$ cat src/rtl/tpi_hs_bank.sv
// Bank of NPORTS bidirectional ports with per-bit DDR behind a synchronous register bus,
// plus an automatic four-phase DAV/ACK handshake engine with a wait-state timeout.
module tpi_hs_bank #(
  parameter int unsigned NPORTS       = 3,
  parameter int unsigned WIDTH        = 8,
  parameter int unsigned AW           = 3,
  parameter int unsigned HS_DATA_PORT = 0,
  parameter int unsigned HS_CTRL_PORT = 2,
  parameter int unsigned HS_DAV_BIT   = 6,
  parameter int unsigned HS_ACK_BIT   = 7,
  parameter int unsigned TIMEOUT      = 1023
) (
  input  logic                    clock,
  input  logic                    reset,
  input  logic                    cs,
  input  logic                    we,
  input  logic [AW-1:0]           addr,
  input  logic [WIDTH-1:0]        wdata,
  output logic [WIDTH-1:0]        rdata,
  output logic                    rvalid,
  input  logic [NPORTS*WIDTH-1:0] pins_in,
  output logic [NPORTS*WIDTH-1:0] pins_out,
  output logic [NPORTS*WIDTH-1:0] pins_oe,
  output logic                    irq
);

  localparam int unsigned NB       = NPORTS * WIDTH;
  localparam int unsigned CW       = (TIMEOUT > 0) ? $clog2(TIMEOUT + 1) : 1;
  localparam int unsigned CtrlAddr = 2 * NPORTS;
  localparam int unsigned StatAddr = 2 * NPORTS + 1;
  localparam int unsigned DavIdx   = HS_CTRL_PORT * WIDTH + HS_DAV_BIT;
  localparam int unsigned AckIdx   = HS_CTRL_PORT * WIDTH + HS_ACK_BIT;
  localparam logic [CW-1:0] TimeoutCnt = CW'(TIMEOUT);

  typedef enum logic [1:0] {StIdle, StWaitAckHi, StWaitAckLo} state_e;

  state_e           state_q, state_d;
  logic [CW-1:0]    cnt_q, cnt_d;
  logic [WIDTH-1:0] latch_q [NPORTS];
  logic [WIDTH-1:0] latch_d [NPORTS];
  logic [WIDTH-1:0] ddr_q   [NPORTS];
  logic [WIDTH-1:0] ddr_d   [NPORTS];
  logic [1:0]       ctrl_q, ctrl_d;
  logic             done_q, done_d;
  logic             to_q, to_d;
  logic             ovr_q, ovr_d;
  logic [NB-1:0]    sync_q, pin_s;
  logic [WIDTH-1:0] rdata_q, rdata_d;
  logic             rvalid_q;

  int unsigned addr_int;
  logic        wr, rd, data_wr, ctrl_wr, stat_rd;
  logic        auto_d, ack_s;
  logic        set_done, set_to;
  logic        dav, busy;

  assign addr_int = 32'(addr);
  assign wr       = cs & we;
  assign rd       = cs & ~we;
  assign data_wr  = wr && (addr_int == HS_DATA_PORT);
  assign ctrl_wr  = wr && (addr_int == CtrlAddr);
  assign stat_rd  = rd && (addr_int == StatAddr);
  assign ack_s    = pin_s[AckIdx];
  // Clearing AUTO aborts on the same edge that stores the new CTRL value.
  assign auto_d   = ctrl_wr ? wdata[0] : ctrl_q[0];

  // Two-flop input synchroniser.
  always_ff @(posedge clock) begin
    if (reset) begin
      sync_q <= '0;
      pin_s  <= '0;
    end else begin
      sync_q <= pins_in;
      pin_s  <= sync_q;
    end
  end

  always_comb begin
    latch_d = latch_q;
    ddr_d   = ddr_q;
    ctrl_d  = ctrl_q;
    if (wr) begin
      for (int unsigned p = 0; p < NPORTS; p++) begin
        if (addr_int == p) latch_d[p] = wdata;
        if (addr_int == NPORTS + p) ddr_d[p] = wdata;
      end
      if (addr_int == CtrlAddr) ctrl_d = wdata[1:0];
    end
  end

  always_ff @(posedge clock) begin
    if (reset) begin
      latch_q <= '{default: '0};
      ddr_q   <= '{default: '0};
      ctrl_q  <= '0;
    end else begin
      latch_q <= latch_d;
      ddr_q   <= ddr_d;
      ctrl_q  <= ctrl_d;
    end
  end

  always_comb begin
    rdata_d = '0;
    for (int unsigned p = 0; p < NPORTS; p++) begin
      if (addr_int == p) begin
        rdata_d = (ddr_q[p] & latch_q[p]) | (~ddr_q[p] & pin_s[p*WIDTH +: WIDTH]);
      end
      if (addr_int == NPORTS + p) rdata_d = ddr_q[p];
    end
    if (addr_int == CtrlAddr) rdata_d = WIDTH'(ctrl_q);
    if (addr_int == StatAddr) rdata_d = WIDTH'({ovr_q, to_q, done_q, busy});
  end

  always_ff @(posedge clock) begin
    if (reset) begin
      rdata_q  <= '0;
      rvalid_q <= 1'b0;
    end else begin
      rvalid_q <= rd;
      if (rd) rdata_q <= rdata_d;
    end
  end

  // A flag-set event on the clearing STATUS read wins over the clear.
  always_comb begin
    done_d = (done_q & ~stat_rd) | set_done;
    to_d   = (to_q & ~stat_rd) | set_to;
    ovr_d  = (ovr_q & ~stat_rd) | (data_wr & busy);
  end

  always_ff @(posedge clock) begin
    if (reset) begin
      done_q <= 1'b0;
      to_q   <= 1'b0;
      ovr_q  <= 1'b0;
    end else begin
      done_q <= done_d;
      to_q   <= to_d;
      ovr_q  <= ovr_d;
    end
  end

  always_ff @(posedge clock) begin
    if (reset) begin
      state_q <= StIdle;
      cnt_q   <= '0;
    end else begin
      state_q <= state_d;
      cnt_q   <= cnt_d;
    end
  end

  always_comb begin
    state_d  = state_q;
    cnt_d    = (cnt_q == '1) ? cnt_q : cnt_q + CW'(1);
    set_done = 1'b0;
    set_to   = 1'b0;
    unique case (state_q)
      StIdle: begin
        cnt_d = cnt_q;
        if (data_wr && ctrl_q[0]) begin
          state_d = StWaitAckHi;
          cnt_d   = '0;
        end
      end
      StWaitAckHi: begin
        if (!auto_d) begin
          state_d = StIdle;
        end else if (ack_s) begin
          state_d = StWaitAckLo;
          cnt_d   = '0;
        end else if (cnt_q == TimeoutCnt) begin
          state_d = StIdle;
          set_to  = 1'b1;
        end
      end
      StWaitAckLo: begin
        if (!auto_d) begin
          state_d = StIdle;
        end else if (!ack_s) begin
          state_d  = StIdle;
          set_done = 1'b1;
        end else if (cnt_q == TimeoutCnt) begin
          state_d = StIdle;
          set_to  = 1'b1;
        end
      end
      default: state_d = StIdle;
    endcase
  end

  always_comb begin
    dav  = (state_q == StWaitAckHi);
    busy = (state_q != StIdle);
  end

  // With AUTO set the engine owns the DAV pin regardless of the host's latch and DDR.
  always_comb begin
    pins_out = '0;
    pins_oe  = '0;
    for (int unsigned p = 0; p < NPORTS; p++) begin
      pins_out[p*WIDTH +: WIDTH] = latch_q[p];
      pins_oe[p*WIDTH +: WIDTH]  = ddr_q[p];
    end
    if (ctrl_q[0]) begin
      pins_out[DavIdx] = dav;
      pins_oe[DavIdx]  = 1'b1;
    end
  end

  assign rdata  = rdata_q;
  assign rvalid = rvalid_q;
  assign irq    = (done_q | to_q) & ctrl_q[1];

endmodule
$ cat config.mk
export PLATFORM = sky130hd
export DESIGN_NAME = tpi_hs_bank
export DESIGN_NICKNAME = d
export VERILOG_FILES = /design/src/rtl/tpi_hs_bank.sv
export SDC_FILE = /design/constraint.sdc
export NUM_CORES = 1
export LEC_CHECK = 0
export CAP_MARGIN = 40
export CORE_AREA = 4 4 109 100
export DETAILED_ROUTE_END_ITERATION = 6
export DIE_AREA = 0 0 113 104
export GPL_ROUTABILITY_DRIVEN = 0
export HOLD_SLACK_MARGIN = 0.06
export PLACE_DENSITY = 0.83
export REMOVE_ABC_BUFFERS = 1
export SKIP_LAST_GASP = 1
export SLEW_MARGIN = 10
export SYNTH_ARGS = -nofsm -noshare
export SYNTH_HDL_FRONTEND = slang
export SYNTH_SLANG_ARGS = --single-unit
$ cat constraint.sdc
create_clock -name clock -period 3.6 [get_ports clock]
set_input_delay 1.08 -clock clock [delete_from_list [all_inputs] [get_ports clock]]
set_output_delay 1.08 -clock clock [all_outputs]
set_load 0.01 [all_outputs]
==> results.toml, run 1 <==
[timing]
clock_skew_ns = 0.007984
rsz0062_at_grt = "false"
tightest_slew_ns = 0.9740
slew_viol_final = 0
fmax_ghz = 0.3167
hold_viol = 0
post-route-min-period_ns = 3.158
max_slew_margin_pct = 34.57
finalSetupTns_ns = 0
holdWs_ns = 0.4390
setup_violations = 0
final.period_utilization_pct = 87.72

[synthesis]
yosys.area.top_type_share_pct = 44.74
synth_area_um2 = 5459
synth_fa_ha_area_share_pct = 1.146
synthArstFlopShare_pct = 0
synth_cell_types = 53
ys_seq_elements = 122
synth.avg_cell_area_um2 = 8.993
synth_compound_gate_area_share_pct = 12.38
synth_edf_count = 0
synth-simple-area-share_pct = 22.74
synthMuxAreaShare_pct = 9.603
synth_cells = 607
synth_xor_area_share_pct = 0
synth.area.top_cells = "dfxtp_1 45%, mux2i_1 9.0%, nor2b_1 6.8%, buf_4 6.5%, nor2_1 4.9%"
seq_area_frac_synth_pct = 44.74
synth.largest_area_cell = "dfxtp_1"
ys_dominant_reg_cell = "dfxtp_1"
ys_warn_count = 0
synth_top_family_by_area = "simple AND/OR/NAND/NOR gates"

[global_route]
grt_overflow = 0
antenna_found_initial = 0
gr-max-usage-layer = "met2"
grt_use_total_pct = 25.03
met1_usage_pct = 31.07
grt_pass1_wl_um = 23520
gr-usage-met2_pct = 40.02
grt_use_met3_pct = 7.388
grt_pass1_vias = 4684
grt_start_max_net_pins = 77

[power]
static-leakage-power_nw = 2.443
ir_drop_uv = 417.8
p_per_area_nw_per_um2 = 468.1

[clock_tree]
cts_tree = "done"
cts-root-buf = "clkbuf_8"
clk_pin_slew_worst_paths_ns = 0.06
cts_resized = 0
post_cts_buffers = 0
cts-hold-fix-buffers = 0
cts-buffers-inserted = 17
cts_max_level = 4
clock_path_buffers = 2
clk_latency_ns = 0.53
cts_sinks = 122

[routing]
drt-total-wl_um = 14560
wl_per_cell_um = 18.18
vias_per_cell = 5.879
drtAntennaViolNets = 0
drt_first_pass_iters = 6
route.vias.total = 4709
drt_iter0_drc = 370
post-route-drc-count = 0

[worst_setup_path]
r2r-end = "cnt_q[4]$_SDFFE_PP0P_"
crit_path_start_kind = "flop"
crit_fanout = 7
rr_worst_depth = 6
endpoint_kind = "output port"
worstPathRequired_ns = 2.52
reg2reg_setup_slack_ns = 1.15
arrival_ns = 2.08
critPathKind = "flop to output port"
r2r-start = "cnt_q[0]$_SDFFE_PP0P_"

[floorplanning]
num_rows = 34
start_util_pct = 56.53
ios = 97
dieWidth_um = 113
die_h_um = 104
dieArea_um2 = 11750
core_area_um2 = 9657

[layout]
fin_nets = 706
drive_gt1_share_pct = 8.889
diodes = 0
mostFrequentLayoutCells = "122 x dfxtp_1, 95 x clkdlybuf4s50_1, 71 x nor2_1"
post-route-util_pct = 70.04
area_growth_pct = 23.91
mostFrequentLayoutCell = "dfxtp_1"

[job]
drv_cap = 0

[min_path]
holdPathStages = 1
min_path_type = "flop to flop"
hp-start = "sync_q[14]$_SDFF_PP0_"
hold_end = "pin_s[14]$_SDFF_PP0_"

[outcome]
status = "complete, no violations"

[placement]
port_buffers = 96
place_hpwl_um = 9728
how the worst max path moves through the flow:
| stage | from | to | slack, ns | cells after the start |
|---|---|---|---|---|
| floorplan | addr[0] | cnt_q[3]$_SDFFE_PP0P_ | 1.18 | 5 |
| global placement | addr[1] | cnt_q[3]$_SDFFE_PP0P_ | 0.46 | 5 |
| detailed placement | addr[1] | cnt_q[3]$_SDFFE_PP0P_ | 0.34 | 6 |
| CTS | state_q[1]$_SDFFE_PP0P_ | pins_out[22] | 0.45 | 4 |
| global route | state_q[1]$_SDFFE_PP0P_ | pins_out[22] | 0.38 | 4 |
| finish | state_q[1]$_SDFFE_PP0P_ | pins_out[22] | 0.44 | 4 |
sequential cells by signal (all words and copies together) (netlist names):
signal / flops
to_q: 1
rdata: 8
ddr_q: 1
done_q: 1
ctrl_q: 2
ovr_q: 1
state_q: 2
pins_oe: 23
pins_out: 23
cnt_q: 10
latch_q: 1
rvalid: 1
sync_q: 24
pin_s: 24
report_power, final:
part	total, mW	internal [mW]	switching (mW)
sequential	1.40	1.39	0.0174
combinational	0.240	0.114	0.126
clock	1.52	0.855	0.668
stage by stage:
step	std cells	area (um2)	setup slack, ns	total power [mW]
after global placement	769	6232	0.4557	1.661
after global routing	801	6764	0.3767	3.265
after floorplan	531	4984	1.184	1.520
final	801	6764	0.4421	3.166
after CTS	801	6764	0.4460	3.172
after detailed placement	769	6232	0.3437	1.667
cells in the mapped netlist (all sizes together) (2+ instances only):
cell and count:
nand3b 3, mux2i 49, and2 3, a32o 2
o21a 2, o32ai 3, o22ai 4, nor3b 3
mux2 3, inv 10, nor2b 59, o221ai 4
o21bai 3, clkbuf 21, a21oi 42, or4 3
nor3 12, o211ai 3, buf 55, o31ai 2
nand2b 13, a31oi 5, or3 2, o21ai 16
nand4b 2, a211oi 7, a22oi 2, ha 5
o32a 3, nor4 3, dfxtp 122, and3 6
nand2 31, nor2 72, nand3 19, a311oi 3
cell type report:
type | instances | area, um2
Multi-Input combinational cell | 399 | 2504
Clock buffer | 17 | 414.1
Sequential cell | 122 | 2442
Tap cell | 126 | 157.7
Fill cell | 707 | 2893
Clock inverter | 15 | 117.6
Timing Repair Buffer | 112 | 1091
Inverter | 10 | 37.54
worst max-delay path, stage by stage, from the launching register on:
cell             delay (ns)
dfxtp_1                0.40
inv_1                  0.08
ha_1                   0.28
mux2_2                 0.31
clkdlybuf4s50_1        0.48
cell families after synthesis:
group / Yosys count
AOI/OAI and AO/OA: 106
buffers and inverters: 86
muxes: 52
adders and majority gates: 5
DFF: 122
and+or+nand+nor: 236
per-layer routing:
layer	wire, um	vias to the layer above
li1	-	2168
met1	5875	2234
met2	6995	262
met3	1251	45
met4	437	0
met5	0	-
Power figures use the tool's default switching activity.
==> inputs of run 2 (changes only) <==
- MAX_ROUTING_LAYER: unset -> met4
==> results.toml, run 2 (same netlist as run 1, synthesis figures left out) <==
[clock_tree]
cts_resized = 0
cts_tree = "done"
post_cts_buffers = 0
cts-root-buf = "clkbuf_8"
cts-buffers-inserted = 17
clk_latency_ns = 0.53
cts_sinks = 122
clk_pin_slew_worst_paths_ns = 0.06
clock_path_buffers = 2
cts_max_level = 4
cts-hold-fix-buffers = 0

[global_route]
grt_use_met3_pct = 5.876
grt_pass1_vias = 4700
gr-max-usage-layer = "met2"
grt_pass1_wl_um = 23500
grt_overflow = 0
gr-usage-met2_pct = 39.85
grt_start_max_net_pins = 77
met1_usage_pct = 31.61
grt_use_total_pct = 25.71
antenna_found_initial = 0

[layout]
mostFrequentLayoutCells = "122 x dfxtp_1, 95 x clkdlybuf4s50_1, 71 x nor2_1"
top_regs = "pin_s x24, sync_q x24"
diodes = 0
mostFrequentLayoutCell = "dfxtp_1"
fin_nets = 706
drive_gt1_share_pct = 8.889
area_growth_pct = 23.91

[power]
static-leakage-power_nw = 2.443
ir_drop_uv = 420.3
p_per_area_nw_per_um2 = 468.0

[floorplanning]
die_h_um = 104
num_rows = 34
core_area_um2 = 9657
dieWidth_um = 113
ios = 97
start_util_pct = 56.53
dieArea_um2 = 11750

[worst_setup_path]
worstPathRequired_ns = 2.52
r2r-end = "cnt_q[4]$_SDFFE_PP0P_"
r2r-start = "cnt_q[0]$_SDFFE_PP0P_"
crit_fanout = 7
rr_worst_depth = 6
crit_path_start_kind = "flop"
arrival_ns = 2.07
reg2reg_setup_slack_ns = 1.19
critPathKind = "flop to output port"
endpoint_kind = "output port"

[min_path]
hp-start = "sync_q[9]$_SDFF_PP0_"
hold_end = "pin_s[9]$_SDFF_PP0_"
holdPathStages = 1
min_path_type = "flop to flop"

[routing]
drt_iter0_drc = 419
route.vias.total = 4707
wl_per_cell_um = 18.05
drt-total-wl_um = 14460
vias_per_cell = 5.876
post-route-drc-count = 0
drt_first_pass_iters = 5
drtAntennaViolNets = 0

[timing]
clock_skew_ns = 0.006287
post-route-min-period_ns = 3.149
fmax_ghz = 0.3176
slew_viol_final = 0
rsz0062_at_grt = "false"
holdWs_ns = 0.4386
max_slew_margin_pct = 36.74
finalSetupTns_ns = 0
setup_violations = 0
tightest_slew_ns = 0.9416
hold_viol = 0
final.period_utilization_pct = 87.47

[job]
drv_cap = 0

[outcome]
status = "complete, no violations"

[placement]
place_hpwl_um = 9728
port_buffers = 96
==> run 2: layout make-up <==
type                    instances  area, um2
inverters                      10      37.54
well taps                     126      157.7
repair buffers                112       1091
clock buffers                  17      414.1
multi-input cells             399       2504
fillers                       707       2893
clock inverters                15      117.6
flip-flops and latches        122       2442
==> run 2: worst max-delay path by stage <==
stage	start	to	slack (ns)	cells past startpoint
after global placement	addr[1]	cnt_q[3]$_SDFFE_PP0P_	0.46	5
after detailed placement	addr[1]	cnt_q[3]$_SDFFE_PP0P_	0.34	6
after CTS	state_q[1]$_SDFFE_PP0P_	pins_out[22]	0.45	4
final	state_q[1]$_SDFFE_PP0P_	pins_out[22]	0.45	4
after floorplan	addr[0]	cnt_q[3]$_SDFFE_PP0P_	1.18	5
after global routing	state_q[1]$_SDFFE_PP0P_	pins_out[22]	0.38	4
==> run 2: metrics by stage <==
| step | instance area, um2 | total power, mW | worst slack, ns | instances | utilization (%) |
|---|---|---|---|---|---|
| finish | 6764 | 3.166 | 0.4511 | 801 | 70.04 |
| global route | 6764 | 3.262 | 0.3810 | 801 | 70.04 |
| floorplan | 4984 | 1.520 | 1.184 | 531 | - |
| detailed placement | 6232 | 1.667 | 0.3437 | 769 | 64.54 |
| CTS | 6764 | 3.172 | 0.4460 | 801 | 70.04 |
| global placement | 6232 | 1.661 | 0.4557 | 769 | 64.54 |
==> run 2: worst max-delay path: stages, from the launching register on <==
cell	delay [ns]
dfxtp_1	0.41
inv_1	0.09
ha_1	0.27
mux2_2	0.30
clkdlybuf4s50_1	0.48
==> run 2: metal layers <==
| layer | wire length [um] | vias up | part of all wire, % |
|---|---|---|---|
| met4 | 483 | 0 | 3.3 |
| met3 | 1115 | 57 | 7.7 |
| met2 | 6866 | 252 | 47 |
| li1 | - | 2169 | - |
| met1 | 5991 | 2229 | 41 |
| met5 | 0 | - | 0 |
==> run 2: power breakdown <==
part / internal [mW] / switching (mW) / total (mW) / leakage, nW
Clock: 0.855 / 0.668 / 1.52 / 0.253
Combinational: 0.114 / 0.126 / 0.240 / 1.20
Sequential: 1.39 / 0.0174 / 1.40 / 0.995
Total: 2.35 / 0.811 / 3.17 / 2.44
==> inputs of run 3 (changes only) <==
- MAX_ROUTING_LAYER: met4 -> unset
==> results of run 3 <==
Same layout as run 1: the final DEF is identical, and so are final timing and power.
